`config.mk`:
```
export PLATFORM = sky130hd
export DESIGN_NAME = hmem_arbiter_flat
export DESIGN_NICKNAME = d
export VERILOG_FILES = /design/src/rtl/hmem_arbiter_if.sv /design/src/rtl/hmem_arbiter.sv /design/src/flat_wrapper.sv
export SDC_FILE = /design/constraint.sdc
export NUM_CORES = 1
export LEC_CHECK = 0
export ABC_AREA = 1
export BUFFER_PORTS_ARGS = -buffer_cell sky130_fd_sc_hd__buf_2
export CORE_AREA = 2 2 116 118
export DETAILED_ROUTE_END_ITERATION = 12
export DIE_AREA = 0 0 118 120
export RECOVER_POWER = 25
export SKIP_CTS_REPAIR_TIMING = 1
export SYNTH_ARGS = -nofsm -noshare
export SYNTH_HDL_FRONTEND = slang
export SYNTH_SLANG_ARGS = --single-unit
```
`constraint.sdc`:
```
create_clock -name clk -period 1.65 [get_ports clk]
set_input_delay 0.0825 -clock clk [delete_from_list [all_inputs] [get_ports clk]]
set_output_delay 0.0825 -clock clk [all_outputs]
set_load 0.02 [all_outputs]
```
`src/rtl/hmem_arbiter_if.sv`:
```
// ---------------------------------------------------------------------------
// Interfaces used by hmem_arbiter.
//
// memory_if : one request/response port towards a higher memory level.
//   req_valid      requester -> server  request pending (held for the whole
//                                       multi-beat sequence)
//   req_operation  requester -> server  0 = LOAD, 1 = STORE
//   req_address    requester -> server  beat address
//   req_store_data requester -> server  store data for STORE beats
//   req_fulfilled  server -> requester  one-cycle pulse per completed beat
//   req_load_data  server -> requester  load data, valid with req_fulfilled
//
// reset_if  : carries the synchronous, active-high system reset.
// ---------------------------------------------------------------------------
interface memory_if #(
  parameter int ADDR_W = 32,
  parameter int DATA_W = 32
);
  logic              req_valid;
  logic              req_operation;
  logic [ADDR_W-1:0] req_address;
  logic [DATA_W-1:0] req_store_data;
  logic              req_fulfilled;
  logic [DATA_W-1:0] req_load_data;

  modport requester (
    output req_valid, req_operation, req_address, req_store_data,
    input  req_fulfilled, req_load_data
  );

  modport server (
    input  req_valid, req_operation, req_address, req_store_data,
    output req_fulfilled, req_load_data
  );
endinterface

interface reset_if;
  logic reset;

  modport sink   (input  reset);
  modport source (output reset);
endinterface

```
`src/rtl/hmem_arbiter.sv`:
```
// ---------------------------------------------------------------------------
// hmem_arbiter
//
// Shares one next-level memory port between the I-cache and D-cache
// controllers. A requester keeps req_valid high for its whole miss-recovery
// sequence (writeback + allocate, or flush); the arbiter hands it the port
// for that entire sequence and never interleaves beats from two requesters.
// Simultaneous requests are resolved round-robin.
//
// Ports:
//   clk          system clock, all state changes on posedge
//   rst_if       reset_if.sink, rst_if.reset is synchronous active-high
//   icache_if    memory_if.server, requester 0 (I-cache hmem side)
//   dcache_if    memory_if.server, requester 1 (D-cache hmem side)
//   mem_if       memory_if.requester, shared port to the next memory level
//   grant_owner  one-hot owner (bit0 = I, bit1 = D, 00 = none), registered
//
// Optional statistics (macro HMEM_ARB_STATS_EN): adds the saturating
// STAT_W-wide counters icache_grants, dcache_grants, icache_wait_cycles,
// dcache_wait_cycles. With the macro undefined the counters do not exist
// and arbitration is unchanged.
// ---------------------------------------------------------------------------
module hmem_arbiter #(
  parameter int STAT_W = 32
) (
  input  logic        clk,
  reset_if.sink       rst_if,
  memory_if.server    icache_if,
  memory_if.server    dcache_if,
  memory_if.requester mem_if,
  output logic [1:0]  grant_owner
`ifdef HMEM_ARB_STATS_EN
  ,
  output logic [STAT_W-1:0] icache_grants,
  output logic [STAT_W-1:0] dcache_grants,
  output logic [STAT_W-1:0] icache_wait_cycles,
  output logic [STAT_W-1:0] dcache_wait_cycles
`endif
);

  localparam logic OP_LOAD = 1'b0;

  typedef enum logic [1:0] {
    ST_IDLE    = 2'd0,
    ST_GRANT_I = 2'd1,
    ST_GRANT_D = 2'd2
  } state_t;

  state_t     state_reg;
  logic       last_grant_reg;   // 0 = I-cache was last owner, 1 = D-cache
  logic [1:0] grant_owner_reg;

  logic [1:0] req_valid;
  logic       take_i;
  logic       take_d;

  assign req_valid = {dcache_if.req_valid, icache_if.req_valid};

  // A requester takes the port either from idle (alone, or by winning the
  // round-robin tie) or directly from the other requester on the cycle the
  // other one drops req_valid, which avoids an idle bubble between owners.
  // Both terms are mutually exclusive because of the last_grant tie-break.
  assign take_i = req_valid[0] &&
                  (((state_reg == ST_IDLE) && (!req_valid[1] || last_grant_reg)) ||
                   ((state_reg == ST_GRANT_D) && !req_valid[1]));
  assign take_d = req_valid[1] &&
                  (((state_reg == ST_IDLE) && (!req_valid[0] || !last_grant_reg)) ||
                   ((state_reg == ST_GRANT_I) && !req_valid[0]));

  // ------------------------------------------------------------------------
  // Ownership FSM with registered grant_owner
  // ------------------------------------------------------------------------
  always_ff @(posedge clk) begin
    if (rst_if.reset) begin
      state_reg       <= ST_IDLE;
      last_grant_reg  <= 1'b0;       // I counts as last, so D wins the first tie
      grant_owner_reg <= 2'b00;
    end else begin
      case (state_reg)
        ST_IDLE: begin
          if (take_i) begin
            state_reg       <= ST_GRANT_I;
            grant_owner_reg <= 2'b01;
          end else if (take_d) begin
            state_reg       <= ST_GRANT_D;
            grant_owner_reg <= 2'b10;
          end
        end
        ST_GRANT_I: begin
          // No preemption: only the owner releasing ends the grant.
          if (!req_valid[0]) begin
            last_grant_reg <= 1'b0;
            if (take_d) begin
              state_reg       <= ST_GRANT_D;
              grant_owner_reg <= 2'b10;
            end else begin
              state_reg       <= ST_IDLE;
              grant_owner_reg <= 2'b00;
            end
          end
        end
        ST_GRANT_D: begin
          if (!req_valid[1]) begin
            last_grant_reg <= 1'b1;
            if (take_i) begin
              state_reg       <= ST_GRANT_I;
              grant_owner_reg <= 2'b01;
            end else begin
              state_reg       <= ST_IDLE;
              grant_owner_reg <= 2'b00;
            end
          end
        end
        default: begin
          state_reg       <= ST_IDLE;
          grant_owner_reg <= 2'b00;
        end
      endcase
    end
  end

  assign grant_owner = grant_owner_reg;

  // ------------------------------------------------------------------------
  // Request/response steering. The owner's request is forwarded
  // combinationally so an owner that drops req_valid takes mem_if.req_valid
  // down in the same cycle. Load data fans out to both; only the owner sees
  // req_fulfilled, so the non-owner ignores it.
  // ------------------------------------------------------------------------
  assign icache_if.req_load_data = mem_if.req_load_data;
  assign dcache_if.req_load_data = mem_if.req_load_data;

  always_comb begin
    mem_if.req_valid         = 1'b0;
    mem_if.req_operation     = OP_LOAD;
    mem_if.req_address       = '0;
    mem_if.req_store_data    = '0;
    icache_if.req_fulfilled  = 1'b0;
    dcache_if.req_fulfilled  = 1'b0;
    case (state_reg)
      ST_IDLE: begin
      end
      ST_GRANT_I: begin
        mem_if.req_valid        = icache_if.req_valid;
        mem_if.req_operation    = icache_if.req_operation;
        mem_if.req_address      = icache_if.req_address;
        mem_if.req_store_data   = icache_if.req_store_data;
        icache_if.req_fulfilled = icache_if.req_valid & mem_if.req_fulfilled;
      end
      ST_GRANT_D: begin
        mem_if.req_valid        = dcache_if.req_valid;
        mem_if.req_operation    = dcache_if.req_operation;
        mem_if.req_address      = dcache_if.req_address;
        mem_if.req_store_data   = dcache_if.req_store_data;
        dcache_if.req_fulfilled = dcache_if.req_valid & mem_if.req_fulfilled;
      end
      default: begin
        mem_if.req_valid        = 1'bx;
        mem_if.req_operation    = 1'bx;
        mem_if.req_address      = 'x;
        mem_if.req_store_data   = 'x;
        icache_if.req_fulfilled = 1'bx;
        dcache_if.req_fulfilled = 1'bx;
      end
    endcase
  end

`ifdef HMEM_ARB_STATS_EN
  // ------------------------------------------------------------------------
  // Saturating statistics, one counter pair per requester (0 = I, 1 = D).
  // Waiting includes the idle arbitration cycle, since the requester is
  // valid there but not yet the owner.
  // ------------------------------------------------------------------------
  logic [1:0] take;
  assign take = {take_d, take_i};

  for (genvar gi = 0; gi < 2; gi++) begin : g_stats
    logic [STAT_W-1:0] grants_reg;
    logic [STAT_W-1:0] wait_reg;

    always_ff @(posedge clk) begin
      if (rst_if.reset) begin
        grants_reg <= '0;
        wait_reg   <= '0;
      end else begin
        if (take[gi] && (grants_reg != '1))
          grants_reg <= grants_reg + STAT_W'(1);
        if (req_valid[gi] && !grant_owner_reg[gi] && (wait_reg != '1))
          wait_reg <= wait_reg + STAT_W'(1);
      end
    end
  end

  assign icache_grants      = g_stats[0].grants_reg;
  assign dcache_grants      = g_stats[1].grants_reg;
  assign icache_wait_cycles = g_stats[0].wait_reg;
  assign dcache_wait_cycles = g_stats[1].wait_reg;
`endif

endmodule

```
`src/flat_wrapper.sv`:
```
// flat-port wrapper written by rule: the top's interface ports become plain ports
module hmem_arbiter_flat 
#(
  parameter int STAT_W = 32
)
  (clk, grant_owner, rst_if_reset, icache_if_req_valid, icache_if_req_operation, icache_if_req_address, icache_if_req_store_data, icache_if_req_fulfilled, icache_if_req_load_data, dcache_if_req_valid, dcache_if_req_operation, dcache_if_req_address, dcache_if_req_store_data, dcache_if_req_fulfilled, dcache_if_req_load_data, mem_if_req_valid, mem_if_req_operation, mem_if_req_address, mem_if_req_store_data, mem_if_req_fulfilled, mem_if_req_load_data);
  reset_if rst_if_i ();
  memory_if icache_if_i ();
  memory_if dcache_if_i ();
  memory_if mem_if_i ();
  input  logic clk;
  output logic [1:0] grant_owner;
  input wire logic [$bits(rst_if_i.reset)-1:0] rst_if_reset;
  input wire logic [$bits(icache_if_i.req_valid)-1:0] icache_if_req_valid;
  input wire logic [$bits(icache_if_i.req_operation)-1:0] icache_if_req_operation;
  input wire logic [$bits(icache_if_i.req_address)-1:0] icache_if_req_address;
  input wire logic [$bits(icache_if_i.req_store_data)-1:0] icache_if_req_store_data;
  output wire logic [$bits(icache_if_i.req_fulfilled)-1:0] icache_if_req_fulfilled;
  output wire logic [$bits(icache_if_i.req_load_data)-1:0] icache_if_req_load_data;
  input wire logic [$bits(dcache_if_i.req_valid)-1:0] dcache_if_req_valid;
  input wire logic [$bits(dcache_if_i.req_operation)-1:0] dcache_if_req_operation;
  input wire logic [$bits(dcache_if_i.req_address)-1:0] dcache_if_req_address;
  input wire logic [$bits(dcache_if_i.req_store_data)-1:0] dcache_if_req_store_data;
  output wire logic [$bits(dcache_if_i.req_fulfilled)-1:0] dcache_if_req_fulfilled;
  output wire logic [$bits(dcache_if_i.req_load_data)-1:0] dcache_if_req_load_data;
  output wire logic [$bits(mem_if_i.req_valid)-1:0] mem_if_req_valid;
  output wire logic [$bits(mem_if_i.req_operation)-1:0] mem_if_req_operation;
  output wire logic [$bits(mem_if_i.req_address)-1:0] mem_if_req_address;
  output wire logic [$bits(mem_if_i.req_store_data)-1:0] mem_if_req_store_data;
  input wire logic [$bits(mem_if_i.req_fulfilled)-1:0] mem_if_req_fulfilled;
  input wire logic [$bits(mem_if_i.req_load_data)-1:0] mem_if_req_load_data;
  assign rst_if_i.reset = rst_if_reset;
  assign icache_if_i.req_valid = icache_if_req_valid;
  assign icache_if_i.req_operation = icache_if_req_operation;
  assign icache_if_i.req_address = icache_if_req_address;
  assign icache_if_i.req_store_data = icache_if_req_store_data;
  assign icache_if_req_fulfilled = icache_if_i.req_fulfilled;
  assign icache_if_req_load_data = icache_if_i.req_load_data;
  assign dcache_if_i.req_valid = dcache_if_req_valid;
  assign dcache_if_i.req_operation = dcache_if_req_operation;
  assign dcache_if_i.req_address = dcache_if_req_address;
  assign dcache_if_i.req_store_data = dcache_if_req_store_data;
  assign dcache_if_req_fulfilled = dcache_if_i.req_fulfilled;
  assign dcache_if_req_load_data = dcache_if_i.req_load_data;
  assign mem_if_req_valid = mem_if_i.req_valid;
  assign mem_if_req_operation = mem_if_i.req_operation;
  assign mem_if_req_address = mem_if_i.req_address;
  assign mem_if_req_store_data = mem_if_i.req_store_data;
  assign mem_if_i.req_fulfilled = mem_if_req_fulfilled;
  assign mem_if_i.req_load_data = mem_if_req_load_data;
  hmem_arbiter #(.STAT_W(STAT_W)) u_core (.clk(clk), .rst_if(rst_if_i), .icache_if(icache_if_i), .dcache_if(dcache_if_i), .mem_if(mem_if_i), .grant_owner(grant_owner));
endmodule
```
---- Yosys cells after proc, flatten, opt, wreduce, memory -nomap -nowiden ----
Index checks and enable logic that the tools add are counted.
cells by class
  equality and inequality tests ........... 5
  mux-type cells .......................... 16
  bitwise logic cells ..................... 2
  reductions and logical operators ........ 19
operators with widths
  cell                number
  $pmux 32 s3         2
  $mux 2              5
  $logic_and 1x1->1   6
  $pmux 1 s2          3
  $pmux 1 s3          2
  $pmux 2 s3          1
  $reduce_and 3->1    2
  $logic_or 1x1->1    4
  $ne 2x2->1 const B  2
  $reduce_or 2->1     2
  $logic_not 1->1     3
  $mux 1              3
  $ne 3x1->1 const B  1
  $and 1x1->1         2
  $eq 2x1->1 const B  1
  $eq 2x2->1 const B  1
  $logic_not 2->1     1
  $reduce_bool 2->1   1
word-level totals
  flip-flop bits (word level) ............. 3
  input bits .............................. 167
  output and inout bits ................... 134
  word-level logic and storage cells ...... 44

---- Longest topological paths before layout ----
  word-level depth ........................ 8
  mapped depth ............................ 12
  mapped depth without buffers ............ 11

---- Least setup slack after synthesis ----
Ideal clock, no wire load.
  path type ............................... register to output
  start ................................... reg, netlist name u_core.grant_owner[0]
  end ..................................... out icache_if_req_fulfilled
  arrival time ............................ 1.612 ns
  data required time ...................... 1.567 ns
  slack ................................... -0.045 ns
  stages on the path, launching flop included .. 6
  buffers on the path ..................... 2
  cells stage by stage .................... dfxtp_1 -> inv_1 -> ha_1 -> buf_6 -> clkbuf_1 -> nor3_1
RTL lines
  element    RTL line            RTL
  to (decl)  flat_wrapper.sv:18  output wire logic [$bits(icache_if_i.req_fulfilled)-1:0] icache_if_req_fulfilled;

==> out/qor.yml <==
yosys:
  netlist.top_cell.by_area: "nand2_1"
  synth.distinct_cells: 16
  yosysSeqAreaShare_pct: 3.56
  yosysWarnings: 0
  synth_area_leaders: "nand2_1 (32%), buf_4 (29%), a21oi_1 (20%)"
  syn_inst: 330
  syn_nets: 501
  ys_seq_elements: 3
  post_synth.cell_area_avg_um2: 5.11
  synth_top_cell_area_share_pct: 32.5
  syn_area_um2: 1690
grt:
  grt_pass1_wl_um: 9440
  grt_pass1_vias: 2072
  grt_usage_pct: 7.79
  grt_max_degree: 35
  gr-total-overflow: 0
  antenna_found_initial: 0
final_layout:
  fin_util_pct: 20.7
  fin_area_um2: 2690
  antenna_cells: 0
  stdcell_count: 636
  n_fill_cell: 1512
  mostFrequentLayoutCell: "buf_2"
  fin_nets: 632
  largest_reg_flops: 2
  area_growth_pct: 59.6
  final_cell_mix: "buf_2 (190), nand2_1 (146), a21oi_1 (60)"
  drive_gt1_share_pct: 50.4
routing:
  drc_errors: 0
  drt_iter0_drc: 99
  drtAntennaViolNets: 0
  first_pass_iters: 4
  wl_per_cell_um: 10.8
  via_per_inst: 3.78
  vias: 2405
  totalWireLength_um: 6890
worst_hold_path:
  hold_path.class: "in -> reg"
  whs_path_depth: 2
  worstHoldEndpoint: "u_core.last_grant_reg"
  hp-start: "rst_if_reset"
setup_path:
  r2r_end: "u_core.grant_owner[0]"
  worst-setup-path-type: "reg -> out"
  rr_worst_depth: 9
  worstPathRequired_ns: 1.57
  cp.arrival_ns: 1.52
  critPathCaptureType: "primary output"
  r2r_start: "u_core.grant_owner[0]"
  critPathMaxFanout: 34
  start_kind: "register"
  rrSetupSlack_ns: 0.33
clock_network:
  ctsHtreeMaxLevel: 1
  cts_sinks: 3
  clockBufferDepth: 2
  clockRootBuffer: "clkbuf_16"
  numCtsBuffers: 3
  cts_tree: "built"
  clkSlewWorstSetupHoldPaths_ns: 0.03
  clk_latency_ns: 0.23
power:
  power_leakage_nw: 1.38
  ir_drop_mv: 0.853
  power_density_nw_per_um2: 1590
  power_mw: 4.28
placed_design:
  place_area_um2: 2460
  routabilityCongestion: 0.750
  placed_cells: 630
  portBuffers: 204
  dp_hpwl_um: 5210
sta:
  skew_ns: 0.00257
  max_slew_margin_pct: 89.0
  post-route-min-period_ns: 1.60
  maxSlewViolCount: 0
  worst_pin_slew_ns: 0.165
  setup_viol: 0
  rsz0062_at_grt: "false"
  hold_viol: 0
  max_freq_mhz: 624
  fin_crit_sh_pct: 97.2
die:
  pin_count: 301
  start_util_pct: 13.0
  core-area_um2: 13000
  die_h_um: 120
  rows: 42
  dieArea_um2: 14200
  die_x_um: 118
run_status:
  status: "finished, final reports clean"
flow_run:
  drv_cap: 0
## worst max path at each step
| stage | from | slack, ns | cells past startpoint | to |
|---|---|---|---|---|
| 6_report | u_core.grant_owner[0] | 0.05 | 6 | mem_if_req_address[21] |
| 5_1_grt | u_core.grant_owner[0] | 0.008 | 6 | mem_if_req_address[13] |
| 4_1_cts | u_core.grant_owner[1] | -0.02 | 6 | mem_if_req_store_data[13] |
| 3_5_place_dp | u_core.grant_owner[1] | 0.22 | 6 | mem_if_req_store_data[13] |
| 3_3_place_gp | u_core.grant_owner[1] | 0.24 | 6 | mem_if_req_address[25] |
| 2_1_floorplan | u_core.grant_owner[0] | -0.04 | 6 | mem_if_req_address[10] |
## worst max-delay path, cell delays in order (launching register included)
cell and delay, ns:
dfxtp_4 0.36, inv_2 0.10, ha_4 0.19, buf_12 0.19, nand2_1 0.08, a21oi_1 0.16, buf_2 0.19
## final cells by class
type	count	area, um^2	share of cell area (%)
timing repair buffer	212	1230	45.5
multi-input combinational	231	1060	39.4
tap	176	220	8.18
sequential	3	67.6	2.51
inverter	10	40.0	1.49
clock buffer	4	78.8	2.93
## kinds of logic (layout without fill, tap and decap cells)
group	after synthesis	after routing	synth area share, %
flops	3	3	3.56
compound gates	67	67	19.9
simple gates	160	160	36.1
fa+ha+maj	4	4	2.97
buf+inv	96	226	37.5
## power by group
group / internal [mW] / switching [mW] / leakage [nW]
clock: 0.319 / 0.0722 / 0.0382
sequential: 0.118 / 0.0501 / 0.0261
combinational: 1.40 / 2.32 / 1.32
total: 1.84 / 2.44 / 1.38
## synth_stat cells
library cell,instances
nand2_2,1
buf_4,66
a21oi_1,66
buf_6,1
nor3_1,1
inv_1,9
dfxtp_1,3
nand3_1,2
nand4_1,1
o21ai_0,1
nor2_1,9
inv_2,1
nand2_1,146
clkbuf_1,6
buf_2,13
ha_1,4
## metrics by stage
stage	hold WS, ns	TNS [ns]	setup slack [ns]
2_1_floorplan	0.152	-1.06	-0.0352
3_3_place_gp	0.165	0	0.237
3_5_place_dp	0.165	0	0.224
4_1_cts	0.0234	-0.0586	-0.0191
5_1_grt	0.0408	0	0.00775
6_report	0.0248	0	0.0465
## metal layers
layer	vias to the layer above	part of all wire (%)	track usage [%]
met1	1020	41	8.90
met3	14	9.9	2.66
met4	0	2.0	2.79
met5	-	0	0
li1	1229	-	-
met2	142	47	13.5
No activity file was read; power rests on OpenSTA's default activity.
